File: config.mk
export PLATFORM = sky130hd
export DESIGN_NAME = alu_iter
export DESIGN_NICKNAME = d
export VERILOG_FILES = /design/src/rtl/alu_pkg.sv /design/src/rtl/alu_core.sv /design/src/rtl/alu_iter.sv
export SDC_FILE = /design/constraint.sdc
export NUM_CORES = 1
export LEC_CHECK = 0
export ABC_AREA = 1
export CORE_ASPECT_RATIO = 1.1
export CORE_MARGIN = 1
export CORE_UTILIZATION = 60
export CTS_BUF_LIST = sky130_fd_sc_hd__clkbuf_16
export DETAILED_ROUTE_END_ITERATION = 8
export PLACE_DENSITY = 0.84
export SLEW_MARGIN = 20
export SYNTH_ARGS = -nofsm -noshare
export SYNTH_HDL_FRONTEND = slang
export SYNTH_SLANG_ARGS = --single-unit
File: constraint.sdc
create_clock -name clk_i -period 3.5 [get_ports clk_i]
set_clock_uncertainty 0.1 [all_clocks]
set_input_delay 1.05 -clock clk_i [delete_from_list [all_inputs] [get_ports clk_i]]
set_output_delay 1.05 -clock clk_i [all_outputs]
set_load 0.05 [all_outputs]
File: src/rtl/alu_pkg.sv
//==============================================================================
// alu_pkg : operation codes, FSM state type and helpers shared by the ALU blocks
// Rev 1.0 - initial release
//==============================================================================
`default_nettype none

package alu_pkg;

  localparam logic [3:0] OP_ADD  = 4'b0000;
  localparam logic [3:0] OP_AND  = 4'b0001;
  localparam logic [3:0] OP_OR   = 4'b0010;
  localparam logic [3:0] OP_XOR  = 4'b0011;
  localparam logic [3:0] OP_SUB  = 4'b0100;
  localparam logic [3:0] OP_SLT  = 4'b0101;
  localparam logic [3:0] OP_SLTU = 4'b0110;
  localparam logic [3:0] OP_SLL  = 4'b1001;
  localparam logic [3:0] OP_SRL  = 4'b1010;
  localparam logic [3:0] OP_SRA  = 4'b1011;

  typedef enum logic [0:0] {
    IDLE  = 1'b0,
    SHIFT = 1'b1
  } state_e;

  function automatic logic is_shift(input logic [3:0] op);
    return (op == OP_SLL) || (op == OP_SRL) || (op == OP_SRA);
  endfunction

endpackage

`default_nettype wire

File: src/rtl/alu_core.sv
//==============================================================================
// alu_core : single-cycle logic/arithmetic/compare datapath with invalid flag
// Rev 1.0 - initial release
//==============================================================================
`default_nettype none

module alu_core
  import alu_pkg::*;
#(
  parameter int WIDTH = 32
) (
  input  logic [3:0]       op_i,
  input  logic [WIDTH-1:0] a_i,
  input  logic [WIDTH-1:0] b_i,
  output logic [WIDTH-1:0] result_o,
  output logic             invalid_o
);

  always_comb begin
    result_o  = '0;
    invalid_o = 1'b0;
    case (op_i)
      OP_ADD:  result_o = a_i + b_i;
      OP_SUB:  result_o = a_i - b_i;
      OP_AND:  result_o = a_i & b_i;
      OP_OR:   result_o = a_i | b_i;
      OP_XOR:  result_o = a_i ^ b_i;
      OP_SLT:  result_o = {{(WIDTH-1){1'b0}}, ($signed(a_i) < $signed(b_i))};
      OP_SLTU: result_o = {{(WIDTH-1){1'b0}}, (a_i < b_i)};
      // Shift codes are legal but produced by the iterative path in alu_iter.
      OP_SLL, OP_SRL, OP_SRA: result_o = '0;
      default: invalid_o = 1'b1;
    endcase
  end

endmodule

`default_nettype wire

File: src/rtl/alu_iter.sv
//==============================================================================
// alu_iter : execution unit with one-cycle ALU ops and bit-serial shifts
// Rev 1.0 - initial release
//==============================================================================
`default_nettype none

module alu_iter
  import alu_pkg::*;
#(
  parameter int WIDTH = 32
) (
  input  logic             clk_i,
  input  logic             rst_i,
  input  logic             start_i,
  input  logic [3:0]       aluopr_i,
  input  logic [WIDTH-1:0] a_i,
  input  logic [WIDTH-1:0] b_i,
  output logic             busy_o,
  output logic             done_o,
  output logic [WIDTH-1:0] result_o,
  output logic             zero_o,
  output logic             err_o
);

  localparam int SHW = $clog2(WIDTH);

  state_e           state_q, state_d;
  logic [WIDTH-1:0] acc_q, acc_d;
  logic [SHW-1:0]   cnt_q, cnt_d;
  logic [3:0]       kind_q, kind_d;
  logic             busy_q, busy_d;
  logic             done_q, done_d;
  logic [WIDTH-1:0] result_q, result_d;
  logic             zero_q, zero_d;
  logic             err_q, err_d;

  logic [WIDTH-1:0] core_result;
  logic             core_invalid;
  logic [WIDTH-1:0] acc_shifted;
  logic [SHW-1:0]   shamt;

  assign shamt = b_i[SHW-1:0];

  alu_core #(
    .WIDTH (WIDTH)
  ) u_core (
    .op_i      (aluopr_i),
    .a_i       (a_i),
    .b_i       (b_i),
    .result_o  (core_result),
    .invalid_o (core_invalid)
  );

  always_comb begin
    case (kind_q)
      OP_SLL:  acc_shifted = {acc_q[WIDTH-2:0], 1'b0};
      OP_SRL:  acc_shifted = {1'b0, acc_q[WIDTH-1:1]};
      OP_SRA:  acc_shifted = {acc_q[WIDTH-1], acc_q[WIDTH-1:1]};
      default: acc_shifted = acc_q;
    endcase
  end

  always_comb begin
    state_d  = state_q;
    acc_d    = acc_q;
    cnt_d    = cnt_q;
    kind_d   = kind_q;
    done_d   = 1'b0;
    result_d = result_q;
    zero_d   = zero_q;
    err_d    = err_q;

    case (state_q)
      IDLE: begin
        if (start_i) begin
          if (is_shift(aluopr_i) && (shamt != '0)) begin
            acc_d   = a_i;
            cnt_d   = shamt;
            kind_d  = aluopr_i;
            state_d = SHIFT;
          end else if (is_shift(aluopr_i)) begin
            result_d = a_i;
            zero_d   = (a_i == '0);
            err_d    = 1'b0;
            done_d   = 1'b1;
          end else begin
            result_d = core_invalid ? '0 : core_result;
            zero_d   = core_invalid ? 1'b1 : (core_result == '0);
            err_d    = core_invalid;
            done_d   = 1'b1;
          end
        end
      end
      SHIFT: begin
        acc_d = acc_shifted;
        cnt_d = cnt_q - 1'b1;
        // The last iteration commits straight from the shifter output.
        if (cnt_q == SHW'(1)) begin
          result_d = acc_shifted;
          zero_d   = (acc_shifted == '0);
          err_d    = 1'b0;
          done_d   = 1'b1;
          state_d  = IDLE;
        end
      end
      default: state_d = IDLE;
    endcase

    busy_d = (state_d == SHIFT);
  end

  always_ff @(posedge clk_i) begin
    if (rst_i) begin
      state_q  <= IDLE;
      acc_q    <= '0;
      cnt_q    <= '0;
      kind_q   <= '0;
      busy_q   <= 1'b0;
      done_q   <= 1'b0;
      result_q <= '0;
      zero_q   <= 1'b1;
      err_q    <= 1'b0;
    end else begin
      state_q  <= state_d;
      acc_q    <= acc_d;
      cnt_q    <= cnt_d;
      kind_q   <= kind_d;
      busy_q   <= busy_d;
      done_q   <= done_d;
      result_q <= result_d;
      zero_q   <= zero_d;
      err_q    <= err_d;
    end
  end

  assign busy_o   = busy_q;
  assign done_o   = done_q;
  assign result_o = result_q;
  assign zero_o   = zero_q;
  assign err_o    = err_q;

endmodule

`default_nettype wire
==> results.toml, run 1 <==
[grt]
grt_max_degree = 71
grtUsageTotal = 0.757
grt-ovfl-total = 5

[synthesis]
yosys_register_bits = 77
synth_simple_gate_area_share = 0.358
synth_compound_area_frac = 0.192
main_combinational_cell_family_by_area_after_synthesis = "simple AND/OR/NAND/NOR gates"
dominant_cells_by_area_after_synthesis = "sky130_fd_sc_hd__nand2_1 18%, sky130_fd_sc_hd__dfxtp_1 14%, sky130_fd_sc_hd__ha_1 13%"
synth_xor_xnor_area_share = 0
asyncSetResetFlopFracSynth = 0
synth_area_sq_um = 10900
yosys_most_used_dff = "sky130_fd_sc_hd__dfxtp_1"
yosys.area_share.adder = 0.135
synth_cell_type_count = 44
yosys.area.top_type = "sky130_fd_sc_hd__nand2_1"
synth-seq-area-share = 0.141
synth-edff-count = 0
syn-mean-instance-area_sq_um = 5.62
ys_warn_count = 0
synth.mux.area_fraction = 0
synthesis.nets = 2131
postSynthCellCount = 1943
yosys.area.top_type_share = 0.181

[timing]
timing.grt.repair.worst_endpoint = "zero_o$_SDFFE_PP1P_/D"
worst_endpoint_kind = "register data pin"

[placement]
placement_cell_area_sq_um = 14400
dp.final_hpwl_mm = 37.0
preCtsSetupSlack_ns = -0.693
gpl_wtd_cong = 1.05
place.port_buffers = 106

[die]
pin_count = 107
rows = 51
fp.dieW_microns = 131
die_height_microns = 143
floorplan.initialDensity = 0.615

[outcome]
status = "stopped before the end"
stop_stage = "global routing"
first-error = "[ERROR GRT-0232] Routing congestion too high. Check the congestion heatmap in the GUI."

[cts]
htree_levels = 3
cts_hold_buffers = 0
ctsRootBufferMaster = "sky130_fd_sc_hd__clkbuf_16"
cts.sink_count = 77
cts-buffers-inserted = 9
clk_path_buf_depth = 2
-- metal layers --
metal / GRT usage / overflow
met5: 0.328 / 0
met4: 0.768 / 3
met3: 0.634 / 0
met2: 0.898 / 2
met1: 0.747 / 0
-- synth_stat cells (6+ instances only) --
cell,count
sky130_fd_sc_hd__a21oi_1,105
sky130_fd_sc_hd__a221oi_1,16
sky130_fd_sc_hd__a31oi_1,33
sky130_fd_sc_hd__buf_2,22
sky130_fd_sc_hd__buf_4,13
sky130_fd_sc_hd__buf_6,6
sky130_fd_sc_hd__clkbuf_1,30
sky130_fd_sc_hd__dfxtp_1,77
sky130_fd_sc_hd__ha_1,115
sky130_fd_sc_hd__inv_1,376
sky130_fd_sc_hd__inv_2,7
sky130_fd_sc_hd__nand2_1,526
sky130_fd_sc_hd__nand3_1,135
sky130_fd_sc_hd__nand4_1,22
sky130_fd_sc_hd__nor2_1,185
sky130_fd_sc_hd__nor2_2,11
sky130_fd_sc_hd__nor3_1,13
sky130_fd_sc_hd__nor4_1,8
sky130_fd_sc_hd__o21ai_0,93
sky130_fd_sc_hd__o21bai_1,9
sky130_fd_sc_hd__o221ai_1,29
sky130_fd_sc_hd__o22ai_1,48
sky130_fd_sc_hd__or2_2,19
-- cell families after synthesis --
group                    after synthesis
AO/OA/AOI/OAI                        351
adder cells (fa/ha/maj)              117
buffers and inverters                463
flip-flops                            77
AND/OR/NAND/NOR                      935
-- metrics by stage --
step           hold WS (ns)  setup TNS, ns  cells
2_1_floorplan         0.331              0   1943
3_3_place_gp          0.343          -7.98   2541
3_5_place_dp          0.358          -9.93   2541
4_1_cts               0.353              0   2562
-- timing repair --
item / CTS
setup buffers: 5
endpoints found under the setup margin: 17
pin swaps: 24
resized for setup: 150
==> run 2, diff against run 1 <==
--- a/config.mk
+++ b/config.mk
@@ -6,12 +6,10 @@
 export NUM_CORES = 1
 export LEC_CHECK = 0
 export ABC_AREA = 1
-export CORE_ASPECT_RATIO = 1.1
 export CORE_MARGIN = 1
-export CORE_UTILIZATION = 60
-export CTS_BUF_LIST = sky130_fd_sc_hd__clkbuf_16
+export CORE_UTILIZATION = 40
 export DETAILED_ROUTE_END_ITERATION = 8
-export PLACE_DENSITY = 0.84
+export PLACE_DENSITY_LB_ADDON = 0.15
 export SLEW_MARGIN = 20
 export SYNTH_ARGS = -nofsm -noshare
 export SYNTH_HDL_FRONTEND = slang
==> run 2 against run 1 <==
Compared with the run above:
- synthesized area did not move
- synthesized cell count did not move
- the flow now finishes without violations
==> results.toml, run 2 <==
[outcome]
status = "finished, final reports clean"

[timing]
fmaxAchievable_mhz = 292
max_slew_violations = 0
timing.setup.tns_ns = 0
finalCritPeriodShare = 0.978
final.min_clock_period_ns = 3.42
maxSlewHeadroom = 0.563
timing_worst_slew_pin_value_ns = 0.646
fin_hold_ws_ns = 0.349
timing_hold_violations_final = 0
setup_violations = 0
setup_slack_ns = 0.0754
grt_setup_unrepaired = "true"

[synthesis]
synth.mux.area_fraction = 0
synth-seq-area-share = 0.141
ys_warn_count = 0
yosys_register_bits = 77
asyncSetResetFlopFracSynth = 0
yosys.area_share.adder = 0.135
synth-edff-count = 0
netlist_top_cells_count = "526 x sky130_fd_sc_hd__nand2_1, 376 x sky130_fd_sc_hd__inv_1, 185 x sky130_fd_sc_hd__nor2_1"
synth_area_sq_um = 10900
synth_cell_type_count = 44
synth_simple_gate_area_share = 0.358
synth_xor_xnor_area_share = 0
dominant_cells_by_area_after_synthesis = "sky130_fd_sc_hd__nand2_1 18%, sky130_fd_sc_hd__dfxtp_1 14%, sky130_fd_sc_hd__ha_1 13%"
yosys.area.top_type_share = 0.181
postSynthCellCount = 1943
synthesis.nets = 2131
yosys.area.top_type = "sky130_fd_sc_hd__nand2_1"
syn-mean-instance-area_sq_um = 5.62
synth_most_common_cell = "sky130_fd_sc_hd__nand2_1"
synth_compound_area_frac = 0.192
yosys_most_used_dff = "sky130_fd_sc_hd__dfxtp_1"
main_combinational_cell_family_by_area_after_synthesis = "simple AND/OR/NAND/NOR gates"

[die]
floorplan.initialDensity = 0.406
fp.dieW_microns = 167
design.die.area_sq_um = 28000
rows = 60
core-area_sq_um = 26900
die_height_microns = 167
pin_count = 107

[setup_path]
crit_path_max_fanout = 6
timing.reg2reg.setup_slack_ns = 0.94
r2r_cells = 14
timing.critical_path.required_ns = 3.68
timing.setup.critical_path_class = "primary input to flip-flop"
regToRegEndpoint = "zero_o"
setup.worst_path.end_class = "flip-flop"
cp_data_arrival_time_ns = 3.61
startpoint_class_of_the_critical_path = "primary input"
timing.rr.start = "kind_q[3]"

[drt]
routed-wl-met2_mm = 23.4
wl_per_cell_microns = 18.5
final_antenna_net_count = 0
number_of_design_rule_violations_left_by_the_first_detailed_router_iteration = 1250
route.final.wire_length_mm = 50.5
highest-signal-layer = "met4"
detail_route.vias_per_cell = 5.36
route.met3.wl_mm = 2.80
met1Wirelength_mm = 21.7
via_count = 14600
post-route-drc-count = 0
drt_pass1_iterations = 6

[grt]
first_global_vias = 13500
grt-ovfl-total = 0
grtUsageTotal = 0.349
grt_pass1_wl_mm = 75.8
antenna_found_initial = 0
grt_max_degree = 71

[power]
totalPowerFinal_mw = 4.47
power_density_nw_per_um2 = 264
vdd_drop_max_v = 0.000222
p_leak_nw = 8.96

[finish]
diodes_inserted = 0
layout.cells.most_common = "sky130_fd_sc_hd__nand2_1"
layout.core_utilization = 0.631
drive_gt1_frac = 0.340
final_cell_mix = "439 x sky130_fd_sc_hd__nand2_1, 372 x sky130_fd_sc_hd__buf_4, 314 x sky130_fd_sc_hd__inv_1, 108 x sky130_fd_sc_hd__nor2_1, 103 x sky130_fd_sc_hd__nand3_1"
layoutNonFillerInstCount = 2721
layout.cell_area.non_filler_sq_um = 17000
finalNetCount = 2563
flow.area_growth_from_synthesis_pct = 55.4

[placement]
placement_cell_area_sq_um = 14800
dp.final_hpwl_mm = 40.8
placed_cells = 2676
gpl_wtd_cong = 1.01
place.port_buffers = 106
preCtsSetupSlack_ns = -0.728

[cts]
cts-buffers-inserted = 9
clk_path_buf_depth = 2
cts.sink_count = 77
path_clk_slew_ns = 0.06
tritoncts = "built"
htree_levels = 3
clock_insertion_delay_at_the_later_pin_of_the_skew_report_ns = 0.34
ctsRootBufferMaster = "sky130_fd_sc_hd__clkbuf_16"

[hold_path]
whs_endpoint = "kind_q[2]"
hold_crit_class = "flip-flop to flip-flop"
worst_hold_startpoint = "kind_q[2]"
min_path_cells = 2

[job]
max_cap_viol_count = 0
==> run 2: final cells by class <==
cell class / count / area, sq um
fillers: 2600 / 9910
multi-input cells: 1403 / 8940
repair buffers: 499 / 4260
flip-flops and latches: 77 / 1540
inverters: 385 / 1450
well taps: 341 / 427
clock buffers: 13 / 280
clock inverters: 3 / 65.1
==> run 2: routing by layer <==
layer | vias to the layer above | track usage
met5 | - | 0
met4 | 0 | 0.155
met3 | 127 | 0.0378
li1 | 7082 | -
met1 | 6802 | 0.443
met2 | 570 | 0.594
==> run 2: where the power goes <==
part / switching [mW] / internal, mW
clock: 0.369 / 0.701
combinational: 1.43 / 1.00
sequential: 0.0346 / 0.938
total: 1.83 / 2.64
==> run 2: what timing repair did <==
| item | 4_1_cts | 5_1_grt |
|---|---|---|
| cloned | 0 | 0 |
| pin swaps | 31 | 104 |
| resized for setup | 179 | 317 |
| setup buffers | 11 | 18 |
| setup endpoints to repair | 20 | 19 |
| hold buffers | 0 | 0 |
==> run 2: kinds of logic after synthesis <==
| family | after synthesis |
|---|---|
| and+or+nand+nor | 935 |
| buffers and inverters | 463 |
| AOI/OAI and AO/OA | 351 |
| adders and majority gates | 117 |
| DFF | 77 |
==> run 2: worst max-delay path by stage <==
stage                 start     end  slack, ns  cells past startpoint
floorplan            a_i[0]  zero_o       0.40                     22
detailed placement   a_i[4]  zero_o      -0.73                     21
global placement     a_i[4]  zero_o      -0.75                     21
global route        b_i[27]  zero_o      -0.07                     21
CTS                  a_i[7]  zero_o      0.002                     22
finish              a_i[30]  zero_o       0.08                     17
==> run 2: critical path: stages <==
cell and delay, ns:
sky130_fd_sc_hd__clkdlybuf4s50_1 0.48, sky130_fd_sc_hd__inv_1 0.07, sky130_fd_sc_hd__ha_2 0.42, sky130_fd_sc_hd__o21ai_0 0.24, sky130_fd_sc_hd__a21oi_2 0.16, sky130_fd_sc_hd__nand2_1 0.10
sky130_fd_sc_hd__a21oi_2 0.18, sky130_fd_sc_hd__nand3_1 0.11, sky130_fd_sc_hd__nand3_2 0.11, sky130_fd_sc_hd__nand3_1 0.10, sky130_fd_sc_hd__nor2_1 0.13, sky130_fd_sc_hd__nand2_1 0.06
sky130_fd_sc_hd__nor2_1 0.12, sky130_fd_sc_hd__nand4_1 0.09, sky130_fd_sc_hd__nand2_1 0.07, sky130_fd_sc_hd__nand2_1 0.04, sky130_fd_sc_hd__nand2_1 0.05
No activity file was read; power rests on OpenSTA's default activity.
